$ cat config.mk
export PLATFORM = sky130hd
export DESIGN_NAME = reg_file_flat
export DESIGN_NICKNAME = d
export VERILOG_FILES = /design/src/rtl/reg_file_pkg.sv /design/src/rtl/reg_file_if.sv /design/src/rtl/reg_file.sv /design/src/flat_wrapper.sv
export SDC_FILE = /design/constraint.sdc
export NUM_CORES = 2
export LEC_CHECK = 0
export ABC_AREA = 0
export CORE_UTILIZATION = 25
export CTS_CLUSTER_SIZE = 10
export DETAILED_ROUTE_END_ITERATION = 12
export PLACE_DENSITY = 0.49
export SYNTH_ARGS = -nofsm -noshare
export SYNTH_HDL_FRONTEND = slang
export SYNTH_SLANG_ARGS = --single-unit
$ cat constraint.sdc
create_clock -name clk -period 3.6 [get_ports clk]
set_clock_uncertainty 0.2 [all_clocks]
set_input_delay 0.36 -clock clk [delete_from_list [all_inputs] [get_ports clk]]
set_output_delay 0.36 -clock clk [all_outputs]
set_load 0.1 [all_outputs]
$ cat src/rtl/reg_file_pkg.sv
// Shared types for the architectural register file: widths, rename-tag
// encoding (alias 0 = no dependency) and the read-port lookup with commit bypass.
package reg_file_pkg;

   localparam int XLEN      = 32;
   localparam int ROB_WIDTH = 4;
   localparam int NREG      = 32;
   localparam int REG_WIDTH = $clog2(NREG);

   typedef logic [XLEN-1:0]      data_t;
   typedef logic [ROB_WIDTH-1:0] alias_t;
   typedef logic [REG_WIDTH-1:0] reg_id_t;

   localparam alias_t NO_DEP = '0;

   typedef struct packed {
      data_t  value;
      alias_t tag;
   } read_t;

   // A retiring producer whose alias still owns the register is forwarded
   // directly, so dispatch never sees a tag that is resolving this very cycle.
   function automatic read_t lookup(
      input reg_id_t id,
      input data_t   stored_value,
      input alias_t  stored_tag,
      input logic    commit_valid,
      input reg_id_t commit_rd,
      input alias_t  commit_alias,
      input data_t   commit_value
   );
      read_t r;
      r.value = stored_value;
      r.tag   = stored_tag;
      if (id == '0) begin
         r.value = '0;
         r.tag   = NO_DEP;
      end else if (commit_valid && commit_rd == id && stored_tag == commit_alias) begin
         r.value = commit_value;
         r.tag   = NO_DEP;
      end
      return r;
   endfunction

endpackage

$ cat src/rtl/reg_file_if.sv
// Bus between dispatch/ROB (master) and the register file (slave): commit
// stream, rename stream, rollback and the two combinational read ports.
interface reg_file_if;
   import reg_file_pkg::*;

   // rdy is a global enable, not a handshake: when low, commit/rename/rollback
   // presented that cycle are ignored and the producer must hold them; there is
   // no back-pressure otherwise, one commit and one rename are taken every cycle.
   logic    rdy;
   logic    rollback;

   logic    commit_valid;
   reg_id_t commit_rd;
   alias_t  commit_alias;
   data_t   commit_value;

   logic    rename_valid;
   reg_id_t rename_rd;
   alias_t  rename_alias;

   reg_id_t rs1_id;
   reg_id_t rs2_id;
   data_t   rs1_value;
   data_t   rs2_value;
   alias_t  rs1_tag;
   alias_t  rs2_tag;

   modport master (
      output rdy, rollback,
      output commit_valid, commit_rd, commit_alias, commit_value,
      output rename_valid, rename_rd, rename_alias,
      output rs1_id, rs2_id,
      input  rs1_value, rs2_value, rs1_tag, rs2_tag
   );

   modport slave (
      input  rdy, rollback,
      input  commit_valid, commit_rd, commit_alias, commit_value,
      input  rename_valid, rename_rd, rename_alias,
      input  rs1_id, rs2_id,
      output rs1_value, rs2_value, rs1_tag, rs2_tag
   );

endinterface

$ cat src/rtl/reg_file.sv
// Architectural register file with per-register rename tags: retires ROB
// results, records dispatch renames, drops all tags on rollback.
module reg_file
   import reg_file_pkg::*;
(
   input  logic       clk,
   input  logic       rst_n,
   reg_file_if.slave  bus
);

   data_t  value_q [NREG];
   alias_t tag_q   [NREG];

   read_t  rs1_rd;
   read_t  rs2_rd;

   // x0 is never written, so entry 0 stays at its reset value of zero.
   always_ff @(posedge clk or negedge rst_n) begin
      if (!rst_n) begin
         for (int i = 0; i < NREG; i++) begin
            value_q[i] <= '0;
            tag_q[i]   <= NO_DEP;
         end
      end else if (bus.rdy) begin
         for (int i = 1; i < NREG; i++) begin
            if (bus.commit_valid && bus.commit_rd == reg_id_t'(i)) begin
               value_q[i] <= bus.commit_value;
            end
            // Rollback beats rename; rename beats commit since it is the younger producer.
            if (bus.rollback) begin
               tag_q[i] <= NO_DEP;
            end else if (bus.rename_valid && bus.rename_rd == reg_id_t'(i)) begin
               tag_q[i] <= bus.rename_alias;
            end else if (bus.commit_valid && bus.commit_rd == reg_id_t'(i) &&
                         tag_q[i] == bus.commit_alias) begin
               tag_q[i] <= NO_DEP;
            end
         end
      end
   end

   always_comb begin
      rs1_rd = lookup(bus.rs1_id, value_q[bus.rs1_id], tag_q[bus.rs1_id],
                      bus.commit_valid, bus.commit_rd, bus.commit_alias, bus.commit_value);
      rs2_rd = lookup(bus.rs2_id, value_q[bus.rs2_id], tag_q[bus.rs2_id],
                      bus.commit_valid, bus.commit_rd, bus.commit_alias, bus.commit_value);
   end

   assign bus.rs1_value = rs1_rd.value;
   assign bus.rs1_tag   = rs1_rd.tag;
   assign bus.rs2_value = rs2_rd.value;
   assign bus.rs2_tag   = rs2_rd.tag;

endmodule

$ cat src/flat_wrapper.sv
// flat-port wrapper written by rule: the top's interface ports become plain ports
module reg_file_flat import reg_file_pkg::*;
  (clk, rst_n, bus_rdy, bus_rollback, bus_commit_valid, bus_commit_rd, bus_commit_alias, bus_commit_value, bus_rename_valid, bus_rename_rd, bus_rename_alias, bus_rs1_id, bus_rs2_id, bus_rs1_value, bus_rs2_value, bus_rs1_tag, bus_rs2_tag);
  reg_file_if bus_i ();
  input  logic clk;
  input  logic rst_n;
  input wire logic [$bits(bus_i.rdy)-1:0] bus_rdy;
  input wire logic [$bits(bus_i.rollback)-1:0] bus_rollback;
  input wire logic [$bits(bus_i.commit_valid)-1:0] bus_commit_valid;
  input wire logic [$bits(bus_i.commit_rd)-1:0] bus_commit_rd;
  input wire logic [$bits(bus_i.commit_alias)-1:0] bus_commit_alias;
  input wire logic [$bits(bus_i.commit_value)-1:0] bus_commit_value;
  input wire logic [$bits(bus_i.rename_valid)-1:0] bus_rename_valid;
  input wire logic [$bits(bus_i.rename_rd)-1:0] bus_rename_rd;
  input wire logic [$bits(bus_i.rename_alias)-1:0] bus_rename_alias;
  input wire logic [$bits(bus_i.rs1_id)-1:0] bus_rs1_id;
  input wire logic [$bits(bus_i.rs2_id)-1:0] bus_rs2_id;
  output wire logic [$bits(bus_i.rs1_value)-1:0] bus_rs1_value;
  output wire logic [$bits(bus_i.rs2_value)-1:0] bus_rs2_value;
  output wire logic [$bits(bus_i.rs1_tag)-1:0] bus_rs1_tag;
  output wire logic [$bits(bus_i.rs2_tag)-1:0] bus_rs2_tag;
  assign bus_i.rdy = bus_rdy;
  assign bus_i.rollback = bus_rollback;
  assign bus_i.commit_valid = bus_commit_valid;
  assign bus_i.commit_rd = bus_commit_rd;
  assign bus_i.commit_alias = bus_commit_alias;
  assign bus_i.commit_value = bus_commit_value;
  assign bus_i.rename_valid = bus_rename_valid;
  assign bus_i.rename_rd = bus_rename_rd;
  assign bus_i.rename_alias = bus_rename_alias;
  assign bus_i.rs1_id = bus_rs1_id;
  assign bus_i.rs2_id = bus_rs2_id;
  assign bus_rs1_value = bus_i.rs1_value;
  assign bus_rs2_value = bus_i.rs2_value;
  assign bus_rs1_tag = bus_i.rs1_tag;
  assign bus_rs2_tag = bus_i.rs2_tag;
  reg_file u_core (.clk(clk), .rst_n(rst_n), .bus(bus_i));
endmodule
==> results.txt <==
The number of clock buffers added by TritonCTS is 140. The full die area is 255,000 sq um. The hold path depth is 2. The standby leakage power came out at 33.7 nW. The top fanout value on the critical path is 5. The worst register-to-register path begins at u_core.tag_q[50]. The dominant synthesized flop cell is dfrtp_1. In this run the vertical extent of the chip is 505 um. Summed over all instances, the cell type with the most area after synthesis is dfrtp_1. The number of hold-slack violations in the final timing report is 0.

After floorplanning, the core was divided into 184 placement rows. The run finished, with violations left. The net total in the final layout came out at 4,727. The post-synthesis share of cell area spent on xor and xnor gates is 1.95%. Setup repair after global routing could not meet its margin everywhere. The checks that failed: DRC, setup timing. The number of violations reported at the end of detailed-routing iteration 0 is 3,237.

For the worst setup path, the data required time is 3.04 ns. The endpoint identified for the worst register-to-register timing path is u_core.tag_q[51]. CTS placed an instance of clkbuf_16 at the clock tree root.

The final setup violation count came out at 72. The number of I/O port buffers is 137. The number of standard cells in the final layout excluding fillers is 8,088. After technology mapping, the gate count stands at 4,379. The most numerous cell type found on the critical path is buf_12. TritonCTS built the clock tree. The average instance area after synthesis came out at 14.4 sq um. The total wire length came out at 233,000 um. The cell area after synthesis came out at 63,300 sq um. The area share of the largest cell type after synthesis came out at 44.1%.

The width of the die came out at 505 um. The share of the yosys chip area belonging to registers is 44.1%. The synthesized flop and latch total is 1,116. The sum of overflow across all layers after global routing is 0. The end point of the worst hold path is u_core.value_q[226].

The proportion of layout cells with a drive suffix above 1 is 54.3%. The total clock sinks is 1,116. The via count of the first global-routing pass is 43,700. The complex-gate fraction of the synthesized area came out at 1.92%. The adder and majority cell fraction of the synthesized area came out at 0%. The arrival time at the worst endpoint came out at 3.86 ns. The peak clock frequency supported by timing came out at 0.226 GHz.

The final antenna-violating net count is 0. The startpoint identified for the worst hold timing path is bus_commit_value[2]. The number of nets in the synthesized netlist is 4,445. The clock reaches the later pin of the worst-skew pair after 0.80 ns. Counting I/O delays and the setup requirement, the final critical path takes 4.42 ns. The headroom to the max-slew limit came out at 35.4%. Clock-pin slew was measured on the worst setup and hold paths at 0.06 ns. The routed length per instance is 28.8 um. The combined global-route utilization of all metal layers is 18.2%.

For this design the ratio of total power to cell area is 476 nW/um^2. Among all cell types in the netlist, the one instantiated most often is dfrtp_1. The area of the core is 251,000 sq um. The worst-case clock buffer depth is 3. The initial antenna violation count is 9. The largest net degree at the start of global routing is 109.

After synthesis, the share of cell area in mux cells is 44.5%. The total number of H-tree levels came out at 4. The number of unique standard cell types used by synthesis is 61. The peak supply drop came out at 302 uV. The via count of the routed design came out at 41,900. In this run, synthesis inferred 0 flip-flops with an integrated enable.

The fraction of registers with async set or reset after synthesis is 100%. In the routed layout, each cell is associated on average with a via count of 5.19. The power consumption came out at 37.0 mW.

In the post-synthesis netlist, the biggest area contributors are dfrtp_1, mux4_2, mux2_2, mux2i_1, clkbuf_1. The worst-case register-to-register setup slack is 1.16 ns. The number of iterations in the first detailed-routing pass came out at 11. By area, the combinational part of the netlist is dominated by multiplexers. The share of synthesized cell area in and, or, nand and nor gates came out at 4.35%. The total placed cells including tap cells is 7,844.

Walking the worst path, the cells encountered are mux4_2 > or3b_4 > a31oi_4 > nor4_4 > xnor2_2 > nor4b_4 > buf_6 > buf_12 > buf_16 > mux2i_4 > buf_12. In this run the count of I/O pins placed on the die edge is 138. The global-route wire length before repair is 337,000 um. The type of the setup path with the least slack is reg -> out. The max-capacitance violation count came out at 0. For this configuration, the core starts out at a cell density of 25.2%. The growth of design area from synthesis to finish is 23.0%. The longest individual stage delay on the worst path is 0.46 ns. The synthesis warning total is 36. Among all stages on the critical path, the largest delay is contributed by dfrtp_2. The worst setup path is launched from a flop.

The number of cells on the worst reg-to-reg path came out at 7. The number of design rule violations left after detail routing came out at 28. The worst setup path is captured at a primary output. The tightest min-delay check is of the in -> reg type. By count the netlist is led by dfrtp_1, mux2_2, mux4_2. After legalization and detailed placement, the total HPWL measured 144,000 um. The number of pins exceeding their max-slew limit in the final report was 0. The final weighted congestion in routability-driven placement came out at 0.907.

For the pin with the worst max-slew slack, the measured transition is 0.969 ns. The final critical path takes up 123% of the cycle. The post-route worst setup slack came out at -0.819 ns.
==> cell usage in the layout, fill, tap and decap left out, types with 8 or more instances in the layout <==
cell	netlist	final
nand2_4	0	15
clkdlybuf4s50_1	0	50
xor2_1	30	29
mux2_2	1114	1113
nand2_1	257	242
nand2b_1	11	11
nor2b_1	22	21
o21ai_0	25	25
mux2i_1	188	122
inv_1	17	16
mux2i_4	0	66
xnor2_1	109	106
a22o_1	63	63
o31ai_1	19	19
nand3_1	102	96
dfrtp_1	1116	1110
buf_4	1	345
clkbuf_8	0	17
clkbuf_1	266	38
nor2_4	0	13
clkbuf_16	0	142
nor3_1	23	23
buf_6	15	8
mux4_2	601	606
nand4_1	38	38
a22oi_1	22	21
nor2_1	101	87
buf_12	3	159
==> routing by layer <==
layer / up-vias / global-route usage [%] / routed length, um / share of wire [%]
li1: 17300 / - / - / -
met1: 23000 / 24.7 / 102000 / 44
met2: 1292 / 29.8 / 112000 / 48
met3: 337 / 2.73 / 11600 / 5.0
met4: 4 / 5.85 / 7140 / 3.1
met5: - / 0 / 29 / 0.012
==> registers in the layout (all words and copies together), names as in the netlist <==
register / cells
u_core.value_q: 992
u_core.tag_q: 124
==> cells by family (layout without fill, tap and decap cells) <==
kind of cell	Yosys count	in the layout
compound gates	157	157
xor+xnor	140	140
buf+inv	461	817
flops	1116	1116
mux	1911	1911
other cells	0	5
simple gates	594	594
==> cell type report <==
cell class	instances	area [sq um]
fill	24900	174000
multi-input combinational	2802	34600
clock inverter	19	349
timing repair buffer	584	6720
tap	3348	4190
sequential	1116	27900
antenna	5	12.5
inverter	17	68.8
clock buffer	197	3930
==> worst max-delay path by stage <==
stage,end,slack (ns),startpoint,cells past startpoint
after CTS,bus_rs2_value[17],-0.91,u_core.tag_q[62],12
after global routing,bus_rs2_value[4],-0.92,u_core.tag_q[62],11
after floorplan,bus_rs1_value[11],-0.43,bus_rs1_id[0],10
after global placement,bus_rs2_value[0],-0.46,bus_rs2_id[3],13
final,bus_rs2_value[8],-0.82,u_core.tag_q[62],11
after detailed placement,bus_rs2_value[31],-0.44,bus_rs2_id[1],12
==> per-stage QoR <==
stage                     utilization [%]  setup WS [ns]  hold WS [ns]  cell area, sq um  setup TNS, ns
final                                31.0         -0.819         0.302             77800         -49.49
after detailed placement             28.9         -0.438         0.179             72700         -18.84
after CTS                            30.9         -0.907         0.260             77800         -53.36
after global placement               28.9         -0.463         0.171             72700         -19.55
after global routing                 31.0         -0.922         0.307             77800         -58.65
after floorplan                         -         -0.431        -0.136             63900         -13.38
==> where the power goes <==
part           switching, mW  internal [mW]  total (mW)  leakage (nW)
clock                   5.80           7.68        13.5          2.06
sequential              1.04           14.1        15.1          14.9
combinational           4.05           4.38        8.43          16.8
total                   10.9           26.1        37.0          33.7
==> critical path: cells and delay by family, from the launching register on <==
family / cells / cell delay [ns]
buffers and inverters: 4 / 0.69
AOI/OAI and AO/OA: 1 / 0.19
muxes: 2 / 0.73
xor gates and xnor gates: 1 / 0.19
DFF: 1 / 0.46
and+or+nand+nor: 3 / 0.77
==> what timing repair did <==
action	CTS	global route
endpoints found under the hold margin	614	0
gates cloned	6	0
pin swaps	12	14
setup buffers	15	6
resized for setup	79	22
setup endpoints to repair	72	72
hold buffers	4	0
Power figures use the tool's default switching activity.
